## src/rtl/cc_capture_fifo_if.sv

```systemverilog
// Handshake bundle between the cc capture FIFO and its producer/consumer.
// The producer side also acts as the consumer, so one master modport covers both.
interface cc_capture_fifo_if;
    logic        in_valid;
    logic        in_ready;
    logic [19:0] in_vec;
    logic        out_valid;
    logic        out_ready;
    logic [19:0] out_vec;
    logic        out_changed;

    modport master (
        output in_valid, in_vec, out_ready,
        input  in_ready, out_valid, out_vec, out_changed
    );

    modport slave (
        input  in_valid, in_vec, out_ready,
        output in_ready, out_valid, out_vec, out_changed
    );
endinterface

```

## src/rtl/cc_capture_fifo.sv

```systemverilog
// cc_capture_fifo: registers the 20-bit cc output vector into a small FIFO,
// tags each entry with a changed-since-previous flag, counts changes with a
// saturating counter and records sticky overflow (dropped) events.
module cc_capture_fifo #(
    parameter int DEPTH = 4,
    parameter int CNT_W = 16
) (
    input  logic                   clock,
    input  logic                   reset,
    input  logic                   clear,
    cc_capture_fifo_if.slave       bus,
    output logic [$clog2(DEPTH):0] level,
    output logic [CNT_W-1:0]       change_count,
    output logic                   dropped
);
    localparam int PTR_W = $clog2(DEPTH);
    localparam int VEC_W = 20;
    localparam logic [PTR_W:0]   LVL_FULL = (PTR_W+1)'(DEPTH);
    localparam logic [PTR_W:0]   LVL_ONE  = (PTR_W+1)'(1);
    localparam logic [PTR_W-1:0] PTR_ONE  = PTR_W'(1);

    // Saturating increment: holds at all-ones instead of wrapping.
    function automatic logic [CNT_W-1:0] sat_inc(input logic [CNT_W-1:0] v);
        if (&v) begin
            return v;
        end
        return v + CNT_W'(1);
    endfunction

    // Each entry stores {changed, vector}.
    logic [VEC_W:0]   mem [DEPTH];
    logic [PTR_W-1:0] wr_ptr;
    logic [PTR_W-1:0] rd_ptr;
    logic [VEC_W-1:0] prev;
    logic             prev_seen;
    logic             push;
    logic             pop;
    logic             changed;
    logic [VEC_W:0]   head;

    assign bus.in_ready  = (level != LVL_FULL);
    assign bus.out_valid = (level != '0);
    assign push          = bus.in_valid & bus.in_ready;
    assign pop           = bus.out_valid & bus.out_ready;
    assign changed       = prev_seen & (bus.in_vec != prev);

    // Head entry is masked while empty so outputs read zero after reset/clear.
    assign head            = mem[rd_ptr];
    assign bus.out_vec     = bus.out_valid ? head[VEC_W-1:0] : '0;
    assign bus.out_changed = bus.out_valid & head[VEC_W];

    // Entry storage: written on an accepted push; clear discards the vector.
    always_ff @(posedge clock) begin
        if (push && !clear) begin
            mem[wr_ptr] <= {changed, bus.in_vec};
        end
    end

    // Occupancy and pointer control; simultaneous push and pop keep level.
    always_ff @(posedge clock or posedge reset) begin
        if (reset) begin
            level  <= '0;
            wr_ptr <= '0;
            rd_ptr <= '0;
        end else if (clear) begin
            level  <= '0;
            wr_ptr <= '0;
            rd_ptr <= '0;
        end else begin
            if (push) begin
                wr_ptr <= wr_ptr + PTR_ONE;
            end
            if (pop) begin
                rd_ptr <= rd_ptr + PTR_ONE;
            end
            case ({push, pop})
                2'b10:   level <= level + LVL_ONE;
                2'b01:   level <= level - LVL_ONE;
                default: level <= level;
            endcase
        end
    end

    // History of the last accepted vector; dropped vectors never update it.
    always_ff @(posedge clock or posedge reset) begin
        if (reset) begin
            prev      <= '0;
            prev_seen <= 1'b0;
        end else if (clear) begin
            prev_seen <= 1'b0;
        end else if (push) begin
            prev      <= bus.in_vec;
            prev_seen <= 1'b1;
        end
    end

    // Change statistics and sticky overflow flag.
    always_ff @(posedge clock or posedge reset) begin
        if (reset) begin
            change_count <= '0;
            dropped      <= 1'b0;
        end else if (clear) begin
            change_count <= '0;
            dropped      <= 1'b0;
        end else begin
            if (push && changed) begin
                change_count <= sat_inc(change_count);
            end
            if (bus.in_valid && !bus.in_ready) begin
                dropped <= 1'b1;
            end
        end
    end
endmodule
```

## src/flat_wrapper.sv

```systemverilog
// flat-port wrapper written by rule: the top's interface ports become plain ports
module cc_capture_fifo_flat 
#(
    parameter int DEPTH = 4,
    parameter int CNT_W = 16
)
  (clock, reset, clear, level, change_count, dropped, bus_in_valid, bus_in_vec, bus_out_ready, bus_in_ready, bus_out_valid, bus_out_vec, bus_out_changed);
  cc_capture_fifo_if bus_i ();
  input  logic clock;
  input  logic reset;
  input  logic clear;
  output logic [$clog2(DEPTH):0] level;
  output logic [CNT_W-1:0] change_count;
  output logic dropped;
  input wire logic [$bits(bus_i.in_valid)-1:0] bus_in_valid;
  input wire logic [$bits(bus_i.in_vec)-1:0] bus_in_vec;
  input wire logic [$bits(bus_i.out_ready)-1:0] bus_out_ready;
  output wire logic [$bits(bus_i.in_ready)-1:0] bus_in_ready;
  output wire logic [$bits(bus_i.out_valid)-1:0] bus_out_valid;
  output wire logic [$bits(bus_i.out_vec)-1:0] bus_out_vec;
  output wire logic [$bits(bus_i.out_changed)-1:0] bus_out_changed;
  assign bus_i.in_valid = bus_in_valid;
  assign bus_i.in_vec = bus_in_vec;
  assign bus_i.out_ready = bus_out_ready;
  assign bus_in_ready = bus_i.in_ready;
  assign bus_out_valid = bus_i.out_valid;
  assign bus_out_vec = bus_i.out_vec;
  assign bus_out_changed = bus_i.out_changed;
  cc_capture_fifo #(.DEPTH(DEPTH), .CNT_W(CNT_W)) u_core (.clock(clock), .reset(reset), .clear(clear), .bus(bus_i), .level(level), .change_count(change_count), .dropped(dropped));
endmodule
```

## config.mk

```make
export PLATFORM = sky130hd
export DESIGN_NAME = cc_capture_fifo_flat
export DESIGN_NICKNAME = d
export VERILOG_FILES = /design/src/rtl/cc_capture_fifo_if.sv /design/src/rtl/cc_capture_fifo.sv /design/src/flat_wrapper.sv
export SDC_FILE = /design/constraint.sdc
export NUM_CORES = 1
export LEC_CHECK = 0
export ABC_AREA = 1
export CAP_MARGIN = 20
export CORE_MARGIN = 2
export CORE_UTILIZATION = 50
export CTS_CLUSTER_DIAMETER = 40
export DETAILED_ROUTE_END_ITERATION = 10
export PLACE_DENSITY = 0.73
export SLEW_MARGIN = 5
export SYNTH_ARGS = -nofsm -noshare
export SYNTH_HDL_FRONTEND = slang
export SYNTH_SLANG_ARGS = --single-unit
```

## constraint.sdc

```tcl
create_clock -name clock -period 4.3 [get_ports clock]
set_input_delay 1.075 -clock clock [delete_from_list [all_inputs] [get_ports clock]]
set_output_delay 1.075 -clock clock [all_outputs]
set_load 0.01 [all_outputs]
```

# Yosys cells after proc, flatten, opt, wreduce, memory -nomap -nowiden
# Memory sizes are Yosys's and may differ from the RTL's.
# Cells that the tools add are included.
[op_classes]
add_sub_neg = 5
n_eq_ne = 5
muxes = 19
bitwise_logic = 5
reduce_logical = 14
[ops]
columns = ["operator", "n"]
rows = [
  ["2-to-1 mux 16 bit", 3],
  ["2-to-1 mux 20 bit", 1],
  ["inequality test 20 bit", 1],
  ["adder 16 x 1 -> 16 bit, second input constant", 1],
  ["AND reduction 16 bit", 1],
  ["2-to-1 mux 1 bit", 9],
  ["2-to-1 mux 2 bit", 4],
  ["nonzero test 2 bit", 4],
  ["inequality test 3 bit, second input constant", 2],
  ["case mux 3 bit (2 select lines)", 1],
  ["nonzero test 3 bit", 2],
  ["adder 2 x 1 -> 2 bit, second input constant", 2],
  ["AND 1 bit", 4],
  ["AND reduction 2 bit", 2],
  ["adder 3 x 1 -> 3 bit, second input constant", 1],
  ["logical AND 1 bit", 3],
  ["2-to-1 mux 3 bit", 1],
  ["subtractor 3 x 1 -> 3 bit, second input constant", 1],
  ["equality test 2 x 1 -> 1 bit, second input constant", 1],
  ["equality test 2 bit, second input constant", 1],
  ["logical NOT 1 bit", 2],
  ["inverter 1 bit", 1],
]
[word_totals]
register_bits = 45
mem_bits_rw = 84
out_inout_bits = 43
mem_count = 1
[mem_list]
columns = ["memory", "depth", "width", "rd", "rd_clocked_by_memory_dff", "wr", "line_no", "rtl"]
rows = [
  ["u_core.mem", 4, 21, 1, 0, 1, "cc_capture_fifo.sv:31", "logic [VEC_W:0] mem [DEPTH];"],
]

# Longest topological paths before layout
# Gate-level depths: netlist (run 1).
[logic_depth]
depth_word = 8
ltp_mapped = 13
depth_no_buf = 12

# Least setup slack after synthesis (run 1)
# OpenSTA, ideal clock, no wires.
[synth_timing]
kind = "input port to flip-flop"
from = "in clear"
to = "mem u_core.mem[0][0] (netlist name) (enable)"
setup_ns = 0.399
arrival_time_ns = 2.555
slack_ns = 1.347
path_stages = 5
n_path_buf = 2
path_cell_list = "clkbuf_1 -> nor2_1 -> buf_2 -> inv_2 -> nor2_1"
[synth_between]
elab_chain_cells = 4
[synth_rtl]
columns = ["item", "line_no", "rtl"]
rows = [
  ["start, declared", "flat_wrapper.sv:11", "input logic clear;"],
  ["logical NOT 1 bit", "cc_capture_fifo.sv:54", "if (push && !clear) begin"],
  ["logical AND 1 bit", "cc_capture_fifo.sv:54", ""],
  ["2-to-1 mux 1 bit", "cc_capture_fifo.sv:54", ""],
  ["2-to-1 mux 1 bit (not written as such)", "cc_capture_fifo.sv:55", "mem[wr_ptr] <= {changed, bus.in_vec};"],
  ["end, declared", "cc_capture_fifo.sv:31", ""],
]
# Every way passes these cells.

# Worst setup path after layout (run 1)
[layout_timing]
from = "reg u_core.rd_ptr[0]"
to = "out bus_out_vec[18]"
[layout_between]
elab_chain_cells = 2
[layout_rtl]
columns = ["item", "line_no", "rtl"]
rows = [
  ["start, declared", "cc_capture_fifo.sv:33", "logic [PTR_W-1:0] rd_ptr;"],
  ["start signal, assigned", "cc_capture_fifo.sv:74", "rd_ptr <= rd_ptr + PTR_ONE;"],
  ["memory (4 x 21 bit)", "n/a", ""],
  ["2-to-1 mux 20 bit", "cc_capture_fifo.sv:49", "assign bus.out_vec = bus.out_valid ? head[VEC_W-1:0] : '0;"],
  ["end, declared", "flat_wrapper.sv:20", "output wire logic [$bits(bus_i.out_vec)-1:0] bus_out_vec;"],
]
# Every way passes these cells.

==> flow_summary.json, run 1 <==
{
  "worstMarginPinSlew_ns": 0.688,
  "tritoncts": "yes",
  "seq_area_frac_synth_pct": 61.6,
  "antenna_found_initial": 0,
  "fin_nets": 742,
  "clockRootBuffer": "clkbuf_16",
  "whs_endpoint": "u_core.prev[15]",
  "ys_async_sr_fraction_pct": 34.9,
  "post_drt_via_cell_ratio": 5.22,
  "place_inst": 834,
  "fin_skew_ns": 0.00547,
  "netlist.area_leader.share_pct": 42.6,
  "drive_gt1_share_pct": 7.73,
  "cts_resized": 0,
  "cts_sinks": 129,
  "clk_pin_slew_worst_paths_ns": 0.05,
  "ant_nets": 0,
  "synth.top_cells.by_area": "edfxtp_1 (43%), dfrtp_1 (19%), nand2_1 (8.7%)",
  "drc_errors": 0,
  "r2r_cells": 10,
  "power_density_nw_per_um2": 565,
  "fin_setup_tns_ns": 0,
  "fmax_ghz": 0.275,
  "crit_required_ns": 3.22,
  "hold_viol_final": 0,
  "yosysMostFrequentCell": "nand2_1",
  "drt_iter0_drc": 320,
  "dp_hpwl_um": 8190,
  "critPathLaunchType": "register",
  "insertion_delay_ns": 0.41,
  "core_area_um2": 11500,
  "period_needed_ns": 3.64,
  "hold_depth": 2,
  "min_path_type": "register to register",
  "fill_cells": 898,
  "crit_chain": "buf_4 > nor2_1 > nor2_1 > o21ai_0 > a21oi_1 > clkdlybuf4s50_1",
  "maxCapViolations": 0,
  "setup_violations": 0,
  "overflow": 0,
  "yosysTopAreaCell": "edfxtp_1",
  "drt_first_pass_iters": 6,
  "path_class": "register to output port",
  "ys.flop_type": "edfxtp_1",
  "cts_buffer_depth": 2,
  "cp-startpoint": "u_core.rd_ptr[0]",
  "rows": 39,
  "min_from": "u_core.prev[15]",
  "die_x_um": 113,
  "post_cts_buffers": 0,
  "slew_viol_final": 0,
  "arrival_ns": 2.57,
  "wl_um": 13300,
  "grt_max_degree": 46,
  "cts_buffers": 17,
  "instances_no_fill": 867,
  "die_area_um2": 12700,
  "cts_max_level": 4,
  "synth_area_um2": 5920,
  "max_stage_delay_ns": 0.78,
  "crit_slowest_cell": "dfrtp_1",
  "grt_pass1_wl_um": 21600,
  "ys_seq_elements": 129,
  "ios": 68,
  "cp_max_fo": 17,
  "status": "completed",
  "rsz0062_at_grt": "no",
  "critical_path.top_delay_family": "buffers and inverters",
  "routabilityCongestion": 0.783,
  "r2r-start": "u_core.level[0]",
  "vias": 4522,
  "maxSlewHeadroom_pct": 54.1,
  "hold_ws_ns": 0.501,
  "yosys_warnings": 0,
  "synthDistinctLibCells": 26,
  "reg2reg_to": "u_core.level[2]",
  "syn2layout_area_growth_pct": 24.6,
  "crit_path_end_kind": "output port",
  "synthTopCellsByCount": "nand2_1 (137), nor2_1 (127), edfxtp_1 (84)",
  "reg2reg_slack_ns": 2.02,
  "die_h_um": 113,
  "vdd_drop_max_mv": 0.448,
  "netlist_instances": 637,
  "period_share_pct": 84.7,
  "grt_util_all_layers_pct": 21.9,
  "crit_top_cell": "nor2_1",
  "antennaDiodeCount": 0,
  "numPortBuffers": 67,
  "synth_enable_flop_cells": 84,
  "path_buf_inv": 2,
  "detail_route.wl_per_cell_um": 15.3,
  "syn_area_per_cell_um2": 9.29,
  "start_util_pct": 51.6,
  "grt_pass1_vias": 4392,
  "postCtsHoldBufs": 0,
  "p_leak_nw": 3.04,
  "syn-num-nets": 668
}
[worst max path at each step]
stage / to / depth (start not counted)
after global placement: u_core.change_count[8] / 13
final: bus_out_vec[18] / 6
after detailed placement: u_core.change_count[14] / 13
after floorplan: u_core.mem[0][0] / 5
after global routing: bus_out_changed / 5
after CTS: bus_out_vec[18] / 6
[placed cells by master (no fill, tap or decap), types with 7 or more instances in the layout]
cell             Yosys  final
xnor2_1              9      9
buf_4                0     12
o21ai_1             21     21
clkbuf_16            0     17
dfrtp_1             45     45
xor2_1               9      9
nand2_1            137    137
o21ai_0             44     44
clkdlybuf4s50_1      0     67
inv_2                6      7
nand3_1             26     26
a21oi_1             25     25
inv_1               56     55
edfxtp_1            84     84
nor2_1             127    126
[layer usage]
| metal | vias up | part of all wire, % | GRT usage, % |
|---|---|---|---|
| li1 | 2222 | - | - |
| met1 | 2144 | 44 | 28.2 |
| met2 | 137 | 49 | 36.2 |
| met3 | 19 | 5.2 | 5.25 |
| met4 | 0 | 1.8 | 8.21 |
| met5 | - | 0 | 0 |
[worst reg2reg max path, cell delays in order, from the launching register on]
cell,delay (ns)
dfrtp_1,0.44
nor3_2,0.20
buf_4,0.33
nor2_1,0.13
nand2_1,0.15
inv_1,0.07
fa_1,0.37
xnor2_1,0.20
xor2_1,0.16
nand3_1,0.08
o21ai_1,0.08
[power breakdown]
part / leakage (nW) / internal (mW) / switching [mW] / total [mW]
clock network: 0.291 / 0.938 / 0.489 / 1.43
registers: 1.35 / 1.45 / 0.0908 / 1.54
logic: 1.40 / 0.521 / 0.681 / 1.20
[registers in the layout, summed over array words and instances (netlist names)]
register,flops
u_core.change_count,16
u_core.level,3
u_core.prev,20
u_core.wr_ptr,2
u_core.rd_ptr,2
u_core.prev_seen,1
u_core.mem,84
u_core.dropped,1
[metrics by stage]
stage | power (mW) | setup WS [ns] | util, % | cell area (um2)
4_1_cts | 4.20 | 0.644 | 64.2 | 7360
5_1_grt | 4.38 | 0.544 | 64.3 | 7380
3_5_place_dp | 2.77 | 0.970 | 59.0 | 6760
6_report | 4.17 | 0.658 | 64.3 | 7380
3_3_place_gp | 2.73 | 1.06 | 59.0 | 6760
2_1_floorplan | 2.18 | 1.35 | - | 5920
[cell type report]
cell class,instances,area [um2],area share [%]
clock buffer,22,464,6.29
clock inverter,10,134,1.81
inverter,64,240,3.26
multi-input combinational,419,1930,26.2
sequential,129,3650,49.4
tap,143,179,2.42
timing repair buffer,80,781,10.6
[logic make-up (layout without fill, tap and decap cells)]
| family | count (synthesis) | after routing | synth area share [%] |
|---|---|---|---|
| flip-flops | 129 | 129 | 61.6 |
| adder cells (fa/ha/maj) | 6 | 6 | 1.39 |
| AO/OA/AOI/OAI | 91 | 91 | 7.71 |
| buffers and inverters | 89 | 176 | 5.87 |
| XOR/XNOR | 18 | 18 | 2.66 |
| AND/OR/NAND/NOR | 304 | 304 | 20.7 |
(Power assumes the default switching activity.)
==> run 2, diff against run 1 <==
==> constraint.sdc (replaced) <==
create_clock -name clock -period 3.7 [get_ports clock]
set_input_delay 0.925 -clock clock [delete_from_list [all_inputs] [get_ports clock]]
set_output_delay 0.925 -clock clock [all_outputs]
set_load 0.01 [all_outputs]
==> run 2 against run 1 <==
- clock skew up 0.0043 ns
- combinational power increased by 20%
- first-iteration DRC count is 18% lower
- register-to-register slack got worse by 0.60 ns
- die area unchanged
- final area barely moved
- non-clock buffer count unchanged
- sequential cell count did not move
- count of clock-buffer cells in the layout shrank 3
- wire length increased by 1.8%
- power is 16% higher
- highest routed layer unchanged
==> flow_summary.json, run 2 (synthesis results as in run 1) <==
{
  "reg2reg_slack_ns": 1.42,
  "min_path_type": "register to register",
  "reg_top3": "u_core.mem (84), u_core.prev (20), u_core.change_count (16)",
  "grt_pass1_wl_um": 22000,
  "dp_hpwl_um": 8230,
  "setup_violations": 0,
  "critical_path.top_delay_family": "buffers and inverters",
  "tritoncts": "yes",
  "syn2layout_area_growth_pct": 24.6,
  "period_needed_ns": 3.27,
  "largest-register": "u_core.mem",
  "grt_util_all_layers_pct": 22.3,
  "final_cell_area_um2": 7380,
  "post_drt_via_cell_ratio": 5.27,
  "hold_viol_final": 0,
  "vdd_drop_max_mv": 0.442,
  "vias": 4569,
  "crit_chain": "inv_1 > buf_12 > o21ai_0 > a21oi_1 > clkdlybuf4s50_1",
  "drc_errors": 0,
  "ant_nets": 0,
  "clk_pin_slew_worst_paths_ns": 0.06,
  "die_area_um2": 12700,
  "post_cts_buffers": 0,
  "fin_setup_tns_ns": 0,
  "rsz0062_at_grt": "no",
  "grt_max_degree": 46,
  "rows": 39,
  "r2r_cells": 10,
  "slew_viol_final": 0,
  "critPathLaunchType": "register",
  "maxSlewHeadroom_pct": 66.5,
  "fill_cells": 898,
  "routabilityCongestion": 0.825,
  "final_common_cell": "nand2_1",
  "final_cell_mix": "nand2_1 (137), nor2_1 (126), edfxtp_1 (84), clkdlybuf4s50_1 (67), inv_1 (55)",
  "crit_required_ns": 2.77,
  "start_util_pct": 51.6,
  "critical_path_depth": 5,
  "fmax_ghz": 0.306,
  "detail_route.wl_per_cell_um": 15.6,
  "antennaDiodeCount": 0,
  "wl_um": 13500,
  "die_h_um": 113,
  "post_dp_cell_area_um2": 6770,
  "grt_pass1_vias": 4483,
  "largest_reg_flops": 84,
  "postCtsHoldBufs": 0,
  "status": "completed",
  "crit_slowest_cell": "clkdlybuf4s50_1",
  "overflow": 0,
  "max_stage_delay_ns": 0.58,
  "clockRootBuffer": "clkbuf_16",
  "crit_path_end_kind": "output port",
  "path_class": "register to output port",
  "numPortBuffers": 67,
  "ios": 68,
  "drt_iter0_drc": 261,
  "drive_gt1_share_pct": 8.01,
  "hold_depth": 2,
  "cts_buffer_depth": 2,
  "cts_max_level": 4,
  "drt_first_pass_iters": 7,
  "arrival_ns": 2.35,
  "antenna_found_initial": 0,
  "insertion_delay_ns": 0.42,
  "cts_buffers": 17,
  "cts_resized": 0,
  "cts_sinks": 129,
  "fin_nets": 742,
  "cp_max_fo": 30,
  "core_area_um2": 11500,
  "path_buf_inv": 3,
  "p_leak_nw": 3.05,
  "die_x_um": 113,
  "fin_skew_ns": 0.00980,
  "period_share_pct": 88.5,
  "power_density_nw_per_um2": 658,
  "maxCapViolations": 0,
  "worstMarginPinSlew_ns": 0.503
}
## run 2: cell types whose count changed in the layout (fill, tap and decap cells not counted)
cell / before / now
buf_12: 1 / 2
clkinvlp_4: 1 / 2
buf_4: 12 / 11
clkinv_2: 3 / 7
clkbuf_1: 3 / 1
clkbuf_8: 2 / 1
clkinv_4: 2 / 0
## run 2: worst paths after layout
| check | to | startpoint |
|---|---|---|
| worst min-delay path | u_core.prev[4] | u_core.prev[4] |
| min in group asynchronous | u_core.prev[2] | reset |
| worst max register to register | u_core.level[2] | u_core.level[0] |
| max in group asynchronous | u_core.prev[18] | reset |
| worst max-delay path | bus_out_changed | u_core.rd_ptr[0] |
| worst min register to register | u_core.prev[4] | u_core.prev[4] |
## run 2: report_power, final
group / switching, mW / internal (mW) / total, mW
logic: 0.823 / 0.612 / 1.44
registers: 0.0833 / 1.68 / 1.77
clock network: 0.590 / 1.06 / 1.65
## run 2: through the flow
step	power (mW)	setup slack, ns	util, %	hold slack (ns)	cells
floorplan	2.54	0.897	-	0.461	637
global placement	3.19	0.580	59.1	0.473	834
detailed placement	3.23	0.524	59.1	0.480	834
CTS	4.88	0.402	64.2	0.494	866
global route	5.11	0.251	64.4	0.521	867
finish	4.86	0.427	64.4	0.495	867
## run 2: final cells by class
class | count | area (um2) | area share, %
clock buffer | 19 | 443 | 6.00
inverter | 64 | 240 | 3.26
timing repair buffer | 80 | 793 | 10.7
tap | 143 | 179 | 2.42
multi-input combinational | 419 | 1930 | 26.2
sequential | 129 | 3650 | 49.4
clock inverter | 13 | 144 | 1.95
## run 2: worst register-to-register path: stages, from the launching register on
cell,delay (ns)
dfrtp_1,0.45
nor3_2,0.19
buf_4,0.34
nor2_1,0.14
nand2_1,0.15
inv_1,0.07
fa_1,0.38
xnor2_1,0.19
xor2_1,0.15
nand3_1,0.08
o21ai_1,0.07
## run 2: layer usage
layer	up-vias	wire length, um	global-route usage, %	part of all wire, %
li1	2215	-	-	-
met1	2170	5720	28.9	42
met4	0	214	9.11	1.6
met2	165	6690	36.9	50
met3	19	884	4.61	6.5
met5	-	0	0	0
